**config.mk**
```make
export PLATFORM = sky130hd
export DESIGN_NAME = wishbone_arbiter2
export DESIGN_NICKNAME = d
export VERILOG_FILES = /design/src/rtl/wishbone_arbiter2.sv
export SDC_FILE = /design/constraint.sdc
export NUM_CORES = 1
export LEC_CHECK = 0
export CORE_AREA = 2 2 122 124
export DETAILED_ROUTE_END_ITERATION = 6
export DIE_AREA = 0 0 124 126
export GPL_ROUTABILITY_DRIVEN = 1
export MAX_ROUTING_LAYER = met4
export SYNTH_ARGS = -nofsm -noshare
export SYNTH_HDL_FRONTEND = slang
export SYNTH_SLANG_ARGS = --single-unit
```
**constraint.sdc**
```tcl
create_clock -name clk -period 3.5 [get_ports clk]
set_input_delay 1.05 -clock clk [delete_from_list [all_inputs] [get_ports clk]]
set_output_delay 1.05 -clock clk [all_outputs]
set_load 0.01 [all_outputs]
```
**src/rtl/wishbone_arbiter2.sv**
```systemverilog
// Two-master round-robin WISHBONE arbiter in front of a single slave.
// The grant is registered per master cycle, and a watchdog flags a slave that stalls a strobe.
module wishbone_arbiter2 #(
    parameter int ADR_W   = 32,
    parameter int DAT_W   = 32,
    parameter int SEL_W   = 2,
    parameter int TIMEOUT = 16
) (
    input  logic             clk,
    input  logic             rst,
    input  logic [ADR_W-1:0] m0_adr_i,
    input  logic [DAT_W-1:0] m0_dat_i,
    input  logic             m0_we_i,
    input  logic [SEL_W-1:0] m0_sel_i,
    input  logic             m0_stb_i,
    input  logic             m0_cyc_i,
    output logic [DAT_W-1:0] m0_dat_o,
    output logic             m0_ack_o,
    output logic             m0_err_o,
    input  logic [ADR_W-1:0] m1_adr_i,
    input  logic [DAT_W-1:0] m1_dat_i,
    input  logic             m1_we_i,
    input  logic [SEL_W-1:0] m1_sel_i,
    input  logic             m1_stb_i,
    input  logic             m1_cyc_i,
    output logic [DAT_W-1:0] m1_dat_o,
    output logic             m1_ack_o,
    output logic             m1_err_o,
    output logic [ADR_W-1:0] s_adr_o,
    output logic [DAT_W-1:0] s_dat_o,
    output logic             s_we_o,
    output logic [SEL_W-1:0] s_sel_o,
    output logic             s_stb_o,
    output logic             s_cyc_o,
    input  logic [DAT_W-1:0] s_dat_i,
    input  logic             s_ack_i,
    output logic [1:0]       gnt_o
);

    // Handshake: a slave transfer completes in the cycle where s_stb_o and s_ack_i are both
    // high; the master holds its request until it sees ack, then may drop stb/cyc.
    // State encoding doubles as the one-hot grant, so gnt_o is the state register itself.
    typedef enum logic [1:0] {
        IDLE = 2'b00,
        GNT0 = 2'b01,
        GNT1 = 2'b10
    } state_t;

    state_t     state, state_nxt;
    logic       last, last_nxt;
    logic [7:0] wd_cnt;
    logic [1:0] err_q;
    logic       stalled;

    always_ff @(posedge clk or posedge rst) begin
        if (rst) begin
            state <= IDLE;
            last  <= 1'b1;
        end else begin
            state <= state_nxt;
            last  <= last_nxt;
        end
    end

    always_comb begin
        state_nxt = state;
        last_nxt  = last;
        case (state)
            IDLE: begin
                if (m0_cyc_i && m1_cyc_i) begin
                    if (last) begin
                        state_nxt = GNT0;
                        last_nxt  = 1'b0;
                    end else begin
                        state_nxt = GNT1;
                        last_nxt  = 1'b1;
                    end
                end else if (m0_cyc_i) begin
                    state_nxt = GNT0;
                    last_nxt  = 1'b0;
                end else if (m1_cyc_i) begin
                    state_nxt = GNT1;
                    last_nxt  = 1'b1;
                end
            end
            GNT0: begin
                if (!m0_cyc_i) begin
                    if (m1_cyc_i) begin
                        state_nxt = GNT1;
                        last_nxt  = 1'b1;
                    end else begin
                        state_nxt = IDLE;
                    end
                end
            end
            GNT1: begin
                if (!m1_cyc_i) begin
                    if (m0_cyc_i) begin
                        state_nxt = GNT0;
                        last_nxt  = 1'b0;
                    end else begin
                        state_nxt = IDLE;
                    end
                end
            end
            default: begin
                state_nxt = IDLE;
            end
        endcase
    end

    assign gnt_o = state;

    // Strobe is qualified by the owner's cyc so the release cycle never reaches the slave.
    always_comb begin
        s_adr_o = '0;
        s_dat_o = '0;
        s_we_o  = 1'b0;
        s_sel_o = '0;
        s_stb_o = 1'b0;
        s_cyc_o = 1'b0;
        case (state)
            GNT0: begin
                s_adr_o = m0_adr_i;
                s_dat_o = m0_dat_i;
                s_we_o  = m0_we_i;
                s_sel_o = m0_sel_i;
                s_stb_o = m0_stb_i & m0_cyc_i;
                s_cyc_o = m0_cyc_i;
            end
            GNT1: begin
                s_adr_o = m1_adr_i;
                s_dat_o = m1_dat_i;
                s_we_o  = m1_we_i;
                s_sel_o = m1_sel_i;
                s_stb_o = m1_stb_i & m1_cyc_i;
                s_cyc_o = m1_cyc_i;
            end
            default: begin
            end
        endcase
    end

    assign m0_ack_o = s_ack_i & gnt_o[0];
    assign m1_ack_o = s_ack_i & gnt_o[1];
    assign m0_dat_o = gnt_o[0] ? s_dat_i : '0;
    assign m1_dat_o = gnt_o[1] ? s_dat_i : '0;

    // The error pulse lands on the cycle after the TIMEOUT-th unacknowledged strobe cycle.
    assign stalled = s_stb_o & s_cyc_o & ~s_ack_i;

    always_ff @(posedge clk or posedge rst) begin
        if (rst) begin
            wd_cnt <= '0;
            err_q  <= '0;
        end else begin
            err_q <= '0;
            if (stalled && (state_nxt == state)) begin
                if (wd_cnt == 8'(TIMEOUT - 1)) begin
                    wd_cnt <= '0;
                    err_q  <= gnt_o;
                end else begin
                    wd_cnt <= wd_cnt + 8'd1;
                end
            end else begin
                wd_cnt <= '0;
            end
        end
    end

    assign m0_err_o = err_q[0];
    assign m1_err_o = err_q[1];

endmodule

```
* Yosys cells after proc, flatten, opt, wreduce, memory -nomap -nowiden
Index checks and enable logic that the tools add are counted.
** Storage, ports and cells
- Output and inout bits :: 139
- Register bits after elaboration :: 13
- Word-level logic and storage cells :: 53
- Input port bits :: 173
** Cells by class
- Add/sub/neg operators :: 1
- Muxes and demuxes :: 29
- Bitwise logic cells :: 7
- Reductions and logical operators :: 5
- Equality and inequality tests :: 7
** Operators with widths (number)
- one-hot mux 32 bit (2 select lines) :: 2
- two-way mux 32 bit :: 2
- two-way mux 2 bit :: 9
- two-way mux 8 bit :: 2
- adder 8 x 1 -> 8 bit, second input constant :: 1
- == test 8 x 4 -> 1 bit, second input constant :: 1
- two-way mux 1 bit :: 8
- AND 1 bit :: 6
- inequality test 2 bit, second input constant :: 3
- one-hot mux 1 bit (2 select lines) :: 3
- one-hot mux 2 bit (3 select lines) :: 1
- one-hot mux 2 bit (2 select lines) :: 1
- AND reduction 4 bit :: 1
- one-hot mux 1 bit (3 select lines) :: 1
- nonzero test 3 bit :: 1
- == test 2 x 1 -> 1 bit, second input constant :: 1
- == test 2 bit :: 1
- == test 2 bit, second input constant :: 1
- logical AND 1 bit :: 2
- zero test 2 bit :: 1
- NOT 1 bit :: 1

* Longest topological paths before layout
Gate-level depths: netlist of run 1.
- Word-level depth :: 7
- Gate-level depth with buffers :: 9
- Depth with buffers taken out :: 7

* Least setup slack after synthesis of run 1
No wires, ideal clock.
- Path kind :: register to output
- Start point :: register state[1] (netlist: gnt_o[1])
- End point :: output s_dat_o[21]
- Required time :: 2450 ps
- Path slack :: 546 ps
- Stages on the path, launching flop included :: 7
- Arrival :: 1904 ps
- Buffers on the path :: 3
- Cell sequence :: dfrtp_1 > clkbuf_1 > inv_1 > ha_1 > clkbuf_1 > clkbuf_1 > nor2b_1
** On the way
- Cells in the longest elaborated chain, start to end :: 2
- Elaborated cells on any way between the ends :: 3
- Those cells by class :: eq/ne: 2; mux: 1
** Ends and longest elaborated chain
- start: declaration :: line 49 : state_t state, state_nxt;
- start signal: assignment :: line 60 : state <= state_nxt;
- == test 2 bit / == test 2 x 1 -> 1 bit (equally long branches) :: line 122 : case (state)
- one-hot mux 32 bit (2 select lines) * :: line 122
- end: declaration :: line 30 : output logic [DAT_W-1:0] s_dat_o,
Every way passes the cells marked *; elsewhere a longest branch is shown, timed or not.

* Worst setup path in the final report of run 1
- Start point :: register state[0] (netlist: gnt_o[0])
- End point :: output s_dat_o[5]
The elaborated chain is that of the path after synthesis.

==> impl_metrics.yaml, run 1 <==
run_status:
  status: "finished, final reports clean"
cts:
  clockBufferDepth: 2
  insertion_delay_ps: 240
  clk_pin_slew_ps: 40
  htree_levels: 1
  cts-root-buf: "clkbuf_16"
  cts_hold_buf: 0
  cts_tree: "done"
  cts_sinks: 13
  cts_made_buffers: 3
placed_design:
  dpl.cell_count: 789
  place.port_buffers: 311
  globalplace.congestion: 0.8975
  dp_hpwl_mm: 10.01
  place_ws_ps: -29.00
  place_area_sq_um: 5643
critical_path:
  critPathKind: "register to output port"
  end_kind: "output port"
  worstPathMaxFanout: 43
  startpoint_type: "register"
  cp_cell_sequence: "inv_1 -> ha_4 -> buf_12 -> a22oi_1 -> nor2b_1 -> clkdlybuf4s50_1"
  cp_slowest_stage_delay_ps: 570
  cp.required_ps: 2450
  cpMaxStageDelayCell: "clkdlybuf4s50_1"
  cp.arrival_ps: 2350
global_route:
  grt_pass1_vias: 3516
  antenna_found_initial: 0
  grt_overflow: 0
  grt_max_degree: 68
  grt_pass1_wl_mm: 18.42
  grt_use_total_pct: 15.29
power:
  finalPower_mw: 3.442
  p_per_area_nw_per_um2: 593.2
  leakage_nw: 2.038
  max-vdd-ir-drop_uv: 265.0
timing:
  finalMaxSlewViolations: 0
  tightest_slew_ps: 549.6
  relSlewSlack_pct: 63.28
  rsz0062_at_grt: "false"
  fin_ws_ps: 98.81
  hold_viol_final: 0
  period_share_pct: 97.18
  period_needed_ps: 3401
  clock-skew-final_ps: 2.824
  setup_viol: 0
  fmax_mhz: 294.0
hold_path:
  hold_class: "register to register"
logic_synthesis:
  syn_inst: 316
  yosysUniqueCellTypes: 43
  yosysSeqAreaShare_pct: 14.08
  yosysWarnings: 0
  syn-num-nets: 495
  ys_seq_elements: 13
  syn_area_sq_um: 2320
  synth_area_per_cell_sq_um: 7.341
die:
  ios: 312
  core-area_sq_um: 14310
  die_h_um: 126
  start_util_pct: 16.21
  dieArea_sq_um: 15620
  fp.dieW_um: 124
  rows: 44
route:
  drc_errors: 0
  vias: 3506
  first_iter_violations: 129
  drtAntennaViolNets: 0
  viasPerCell: 4.410
  wl_mm: 13.00
  firstDrtPassIters: 4
  post_drt_wl_per_cell_um: 16.36
cells_and_area:
  diodes: 0
  drive_gt1_share_pct: 4.583
  regArea_sq_um: 327.8
  area_growth_pct: 150.2
  fill_cells: 1417
  final_cell_area_sq_um: 5803
  stdcell_count: 795
  multi_input_area_sq_um: 1871
  nNetsFinal: 791
  utilization_pct: 40.54
run:
  maxCapViolations: 0
-- cells in the mapped netlist --
cell type	n	area, sq um
clkbuf_1	21	78.83
a21oi_1	4	20.02
clkbuf_2	1	5.000
nor3b_1	2	15.01
buf_2	4	20.02
nand2_1	6	22.52
o21ai_0	2	10.01
nor3_4	1	16.27
a221oi_1	1	8.760
nand4b_1	1	8.760
and2_4	1	8.760
nor2b_4	1	13.76
buf_1	5	18.77
mux2i_1	1	10.01
nor2b_1	70	437.9
inv_1	4	15.01
nand3_1	2	10.01
o211a_1	1	10.01
o21ai_1	1	5.000
ha_1	6	75.07
o211ai_4	1	21.27
dfrtp_1	12	300.3
a21oi_2	1	8.760
or3b_1	1	8.760
nor3_1	4	20.02
xor2_1	1	8.760
nand3b_1	2	15.01
nor4b_2	1	15.01
and4_1	1	8.760
a22o_2	1	10.01
o211ai_1	1	7.510
nor2_1	5	18.77
a31oi_1	3	18.77
a22oi_1	68	510.5
and2_1	66	412.9
nand2b_1	1	6.260
or3_1	2	12.51
buf_6	2	22.52
xnor2_1	3	26.28
and3_1	2	12.51
o31ai_1	1	7.510
dfstp_2	1	26.28
o2111a_1	1	11.26
-- path summary, 6_finish.rpt --
check / from / endpoint / depth (start not counted) / slack, ps
setup / recovery: gnt_o[0]$_DFF_PP0_ / s_dat_o[5] / 6 / 100
hold / removal: wd_cnt[0]$_DFF_PP0_ / wd_cnt[0]$_DFF_PP0_ / 1 / 460
setup reg to reg: gnt_o[0]$_DFF_PP0_ / wd_cnt[1]$_DFF_PP0_ / 8 / 1280
hold reg to reg: wd_cnt[0]$_DFF_PP0_ / wd_cnt[0]$_DFF_PP0_ / 1 / 460
max in group asynchronous: rst / gnt_o[1]$_DFF_PP0_ / 2 / 2010
min in group asynchronous: rst / wd_cnt[3]$_DFF_PP0_ / 2 / 1140
-- kinds of logic (layout without fill, tap and decap cells) --
group / count (synthesis) / in the layout / synth area share [%]
adder cells (fa/ha/maj): 6 / 6 / 3.236
buffers and inverters: 37 / 332 / 6.904
multiplexers: 1 / 1 / 0.4315
AO/OA/AOI/OAI: 86 / 86 / 27.99
AND/OR/NAND/NOR: 169 / 169 / 45.85
XOR/XNOR: 4 / 4 / 1.511
flip-flops: 13 / 13 / 14.08
-- registers in the layout, summed over array words and instances, names as in the netlist --
signal  cells
wd_cnt      8
last        1
err_q       2
gnt_o       2
-- layer usage --
layer / global-route usage [%] / part of all wire (%)
met1: 18.36 / 40
met2: 27.25 / 52
met3: 1.540 / 6.9
met4: 3.503 / 1.3
met5: - / 0
-- stage by stage --
stage	setup TNS, ps	hold slack (ps)
after CTS	0	458.4
after floorplan	0	435.2
after global placement	-43.93	448.9
after global routing	0	508.3
after detailed placement	-30.26	452.7
final	0	461.7
-- final cells by class --
cell class,count,share of cell area [%]
clock buffer,4,1.358
timing repair buffer,324,56.53
tap,184,3.967
inverter,4,0.2587
sequential,13,5.649
multi-input combinational,266,32.23
-- worst max-delay path, delay by kind of cell, from the launching register on --
family,cells,cell delay [ps]
buf+inv,3,1060
flops,1,460
fa+ha+maj,1,260
simple gates,1,190
compound gates,1,130
-- placed cells by master (no fill, tap or decap), types with 2 or more instances in the layout --
master,n
ha_1,3
nor3b_1,2
dfrtp_1,11
nand3b_1,2
a21oi_1,4
nor2b_1,70
buf_12,3
a31oi_1,3
nand3_1,2
and3_1,2
o21ai_0,2
clkdlybuf4s50_1,309
and2_1,66
inv_1,4
nand2_1,6
xnor2_1,3
nor3_1,4
dlygate4sd2_1,2
ha_4,3
nor2_1,5
a22oi_1,68
or3_1,2
buf_4,8
clkbuf_16,5
-- power breakdown --
part | total (mW) | internal, mW | switching, mW
sequential | 0.203 | 0.174 | 0.0298
combinational | 3.03 | 1.68 | 1.35
clock | 0.212 | 0.153 | 0.0591
-- repair_timing --
| item | in CTS | in global routing |
|---|---|---|
| resized for setup | 3 | 4 |
| setup buffers | 0 | 0 |
| setup endpoints to repair | 6 | 67 |
| endpoints found under the hold margin | 0 | 0 |
| gates cloned | 0 | 2 |
(Power assumes the default switching activity.)
==> run 2, diff against run 1 <==
--- a/config.mk
+++ b/config.mk
@@ -5,6 +5,7 @@
 export SDC_FILE = /design/constraint.sdc
 export NUM_CORES = 1
 export LEC_CHECK = 0
+export ABC_CLOCK_PERIOD_IN_PS = 3500
 export CORE_AREA = 2 2 122 124
 export DETAILED_ROUTE_END_ITERATION = 6
 export DIE_AREA = 0 0 124 126
==> results of run 2 <==
No change in the layout: final DEF, timing and power equal those of run 1.
==> run 3, diff against run 2 <==
--- a/config.mk
+++ b/config.mk
@@ -11,6 +11,7 @@
 export DIE_AREA = 0 0 124 126
 export GPL_ROUTABILITY_DRIVEN = 1
 export MAX_ROUTING_LAYER = met4
+export SLEW_MARGIN = 20
 export SYNTH_ARGS = -nofsm -noshare
 export SYNTH_HDL_FRONTEND = slang
 export SYNTH_SLANG_ARGS = --single-unit
==> results of run 3 <==
No change in the layout: final DEF, timing and power equal those of run 1.
==> RTL edit (config.mk and constraints of run 2) <==
Make the reset (`rst`) synchronous in 2 clocked blocks.
--- a/src/rtl/wishbone_arbiter2.sv
+++ b/src/rtl/wishbone_arbiter2.sv
@@ -54,3 +54,3 @@
 
-    always_ff @(posedge clk or posedge rst) begin
+    always_ff @(posedge clk) begin
         if (rst) begin
@@ -151,3 +151,3 @@
 
-    always_ff @(posedge clk or posedge rst) begin
+    always_ff @(posedge clk) begin
         if (rst) begin
Formal check against the unedited RTL: differs if rst is asserted again (counterexample within 4 cycles, from zero or initial values and one cycle with rst high); with rst held inactive, the same outputs for 10 cycles.
==> RTL edit against run 2 <==
Die area unchanged. Highest routed layer unchanged. Critical path depth is 2 lower. Maximum frequency decreased by 0.77%. Sequential cell count unchanged. Routed wire length fell by 0.80%. Synthesized cell count increased by 1.9%. Register-to-register slack about the same. Worst setup slack worse by 0.026 ns. Non-clock buffer count fell by 1. Design area shrank 0.97%. Synthesized area about the same.
Power is not compared: it rests on default switching activity, and its combinational part moved more than twofold at a synthesized area within 25%.
==> RTL edit: results (changes against run 2) <==
yosys:
  ys_top_cells_by_count: "nor2b_1, a22oi_1, and2_1"
  syn_nets: 502  # +1.4%
  yosysSeqAreaShare_pct: 11.2  # -2.9 points
  yosys_most_used_dff: "dfxtp_1"
  synth_area_leaders: "a22oi_1, nor2b_1, and2_1, dfxtp_1, ha_1"
  ys_warn_count: 0  # unchanged
  synth_cell_types: 36  # -16%
  async_flop_share_pct: 0  # -100 points
  synth.avg_cell_area_um2: 7.20  # -1.9%
detailed_routing:
  vias: 3604  # +2.8%
  drcViolationCount: 0  # unchanged
  dr.pass1.iters: 4  # unchanged
  drtIter0Drc: 101  # -22%
  drt_wl_total_um: 12900  # -0.80%
placed_design:
  placed_area_um2: 5670  # +0.44%
  pre_cts_slack_ns: -0.105  # -0.0761 ns
  place_congestion: 0.837  # -6.8%
  place_hpwl_um: 10100  # +0.84%
  portBuffers: 311  # unchanged
clock_tree:
  clock_latency_ns: 0.24  # about the same
  cts.htree.levels: 1  # unchanged
  clk_path_buf_depth: 2  # unchanged
  cts_buffers: 3  # unchanged
  clkTransAtPathRegs_ns: 0.04  # about the same
  clockRootBuffer: "clkbuf_16"
grt:
  antenna_found_initial: 1  # +1
  grt_pass1_vias: 3732  # +6.1%
  use_met2_pct: 28.3  # +1.1 points
  use_met3_pct: 2.85  # +1.3 points
  grt_max_degree: 74  # +8.8%
  grt_pass1_wl_um: 18600  # +0.82%
  met1_usage_pct: 16.6  # -1.7 points
  grt_usage_pct: 15.2  # -0.039 points
critical_path:
  cp_max_fo: 1  # -98%
  arrival_ns: 2.38  # +0.03 ns
  reg2reg_from: "gnt_o[0]"
  crit_start: "m1_dat_i[24]"
power_and_ir_drop:
  leakage_uw: 0.00194
  ir_drop_uv: 150
  p_sw_uw: 540
min_path:
  hold_path.class: "flop to flop"
  hp-start: "wd_cnt[7]"
cells_and_area:
  largest_register: "wd_cnt"
  layout.cells.non_filler: 802  # +0.88%
  largest_register_ffs: 8  # unchanged
  drive_gt1_share_pct: 3.89  # -0.69 points
timing:
  worst_pin_slew_ns: 0.471  # -0.0784 ns
  skew_ns: 0.00289  # +0.0000690 ns
run_status:
  status: "complete, no violations"
RTL edit: changes by cell type after synthesis, sizes merged, moves of 3 or more:
cell and change:
a21oi +3, xnor2 +3, dfrtp -12, nor3 -5, a211oi +4, dfxtp +13, nand3 +4, nand4 +4
nor4 +3
RTL edit: cells by family (layout without fill, tap and decap cells):
logic type / after synthesis / after routing / synth area share, %
and+or+nand+nor: 164 / 164 / 44.3
AOI/OAI and AO/OA: 93 / 93 / 31.1
buffers and inverters: 38 / 333 / 6.96
DFF: 13 / 13 / 11.2
adders and majority gates: 7 / 7 / 3.78
xor gates and xnor gates: 6 / 6 / 2.27
muxes: 1 / 1 / 0.432
other: 0 / 1 / 0
RTL edit: what timing repair did:
action / CTS / global route
buffers inserted: 0 / 0
resized for setup: 2 / 0
endpoints found under the setup margin: 2 / 0
hold endpoints to repair: 0 / 0
RTL edit: layout make-up:
cell class / count / area (um2)
Fill cell: 1456 / 8570
Tap cell: 184 / 230
Antenna cell: 1 / 2.50
Inverter: 6 / 22.5
Multi-Input combinational cell: 271 / 1900
Sequential cell: 13 / 260
Timing Repair Buffer: 323 / 3250
Clock buffer: 4 / 78.8
RTL edit: worst max-delay path: stages:
cell	delay [ns]
clkdlybuf4s50_1	0.51
a22oi_1	0.11
nor2b_1	0.13
clkdlybuf4s50_1	0.58
RTL edit: path summary, 6_finish.rpt:
kind                 end  slack [ns]  cells past startpoint
max          s_dat_o[24]        0.07                      4
min            wd_cnt[7]        0.57                      2
max reg2reg     err_q[0]        1.28                      8
min reg2reg    wd_cnt[7]        0.57                      2
RTL edit: metal layers:
layer | up-vias | part of all wire (%)
met5 | - | 0
met4 | 0 | 1.5
met3 | 11 | 9.6
met2 | 203 | 50
met1 | 1663 | 39
li1 | 1727 | -
RTL edit: stage by stage:
step | hold WS (ns) | util, %
global route | 0.589 | 40.1
floorplan | 0.523 | -
CTS | 0.573 | 40.1
detailed placement | 0.555 | 39.6
finish | 0.568 | 40.1
global placement | 0.542 | 39.6
RTL edit: power groups by stage:
| stage | logic (uW) | clock network (uW) | registers, uW |
|---|---|---|---|
| finish | 1110 | 216 | 161 |
| global route | 1190 | 227 | 163 |
| CTS | 1120 | 222 | 161 |
| detailed placement | 1120 | 0 | 164 |
| global placement | 1110 | 0 | 164 |
| floorplan | 501 | 0 | 171 |
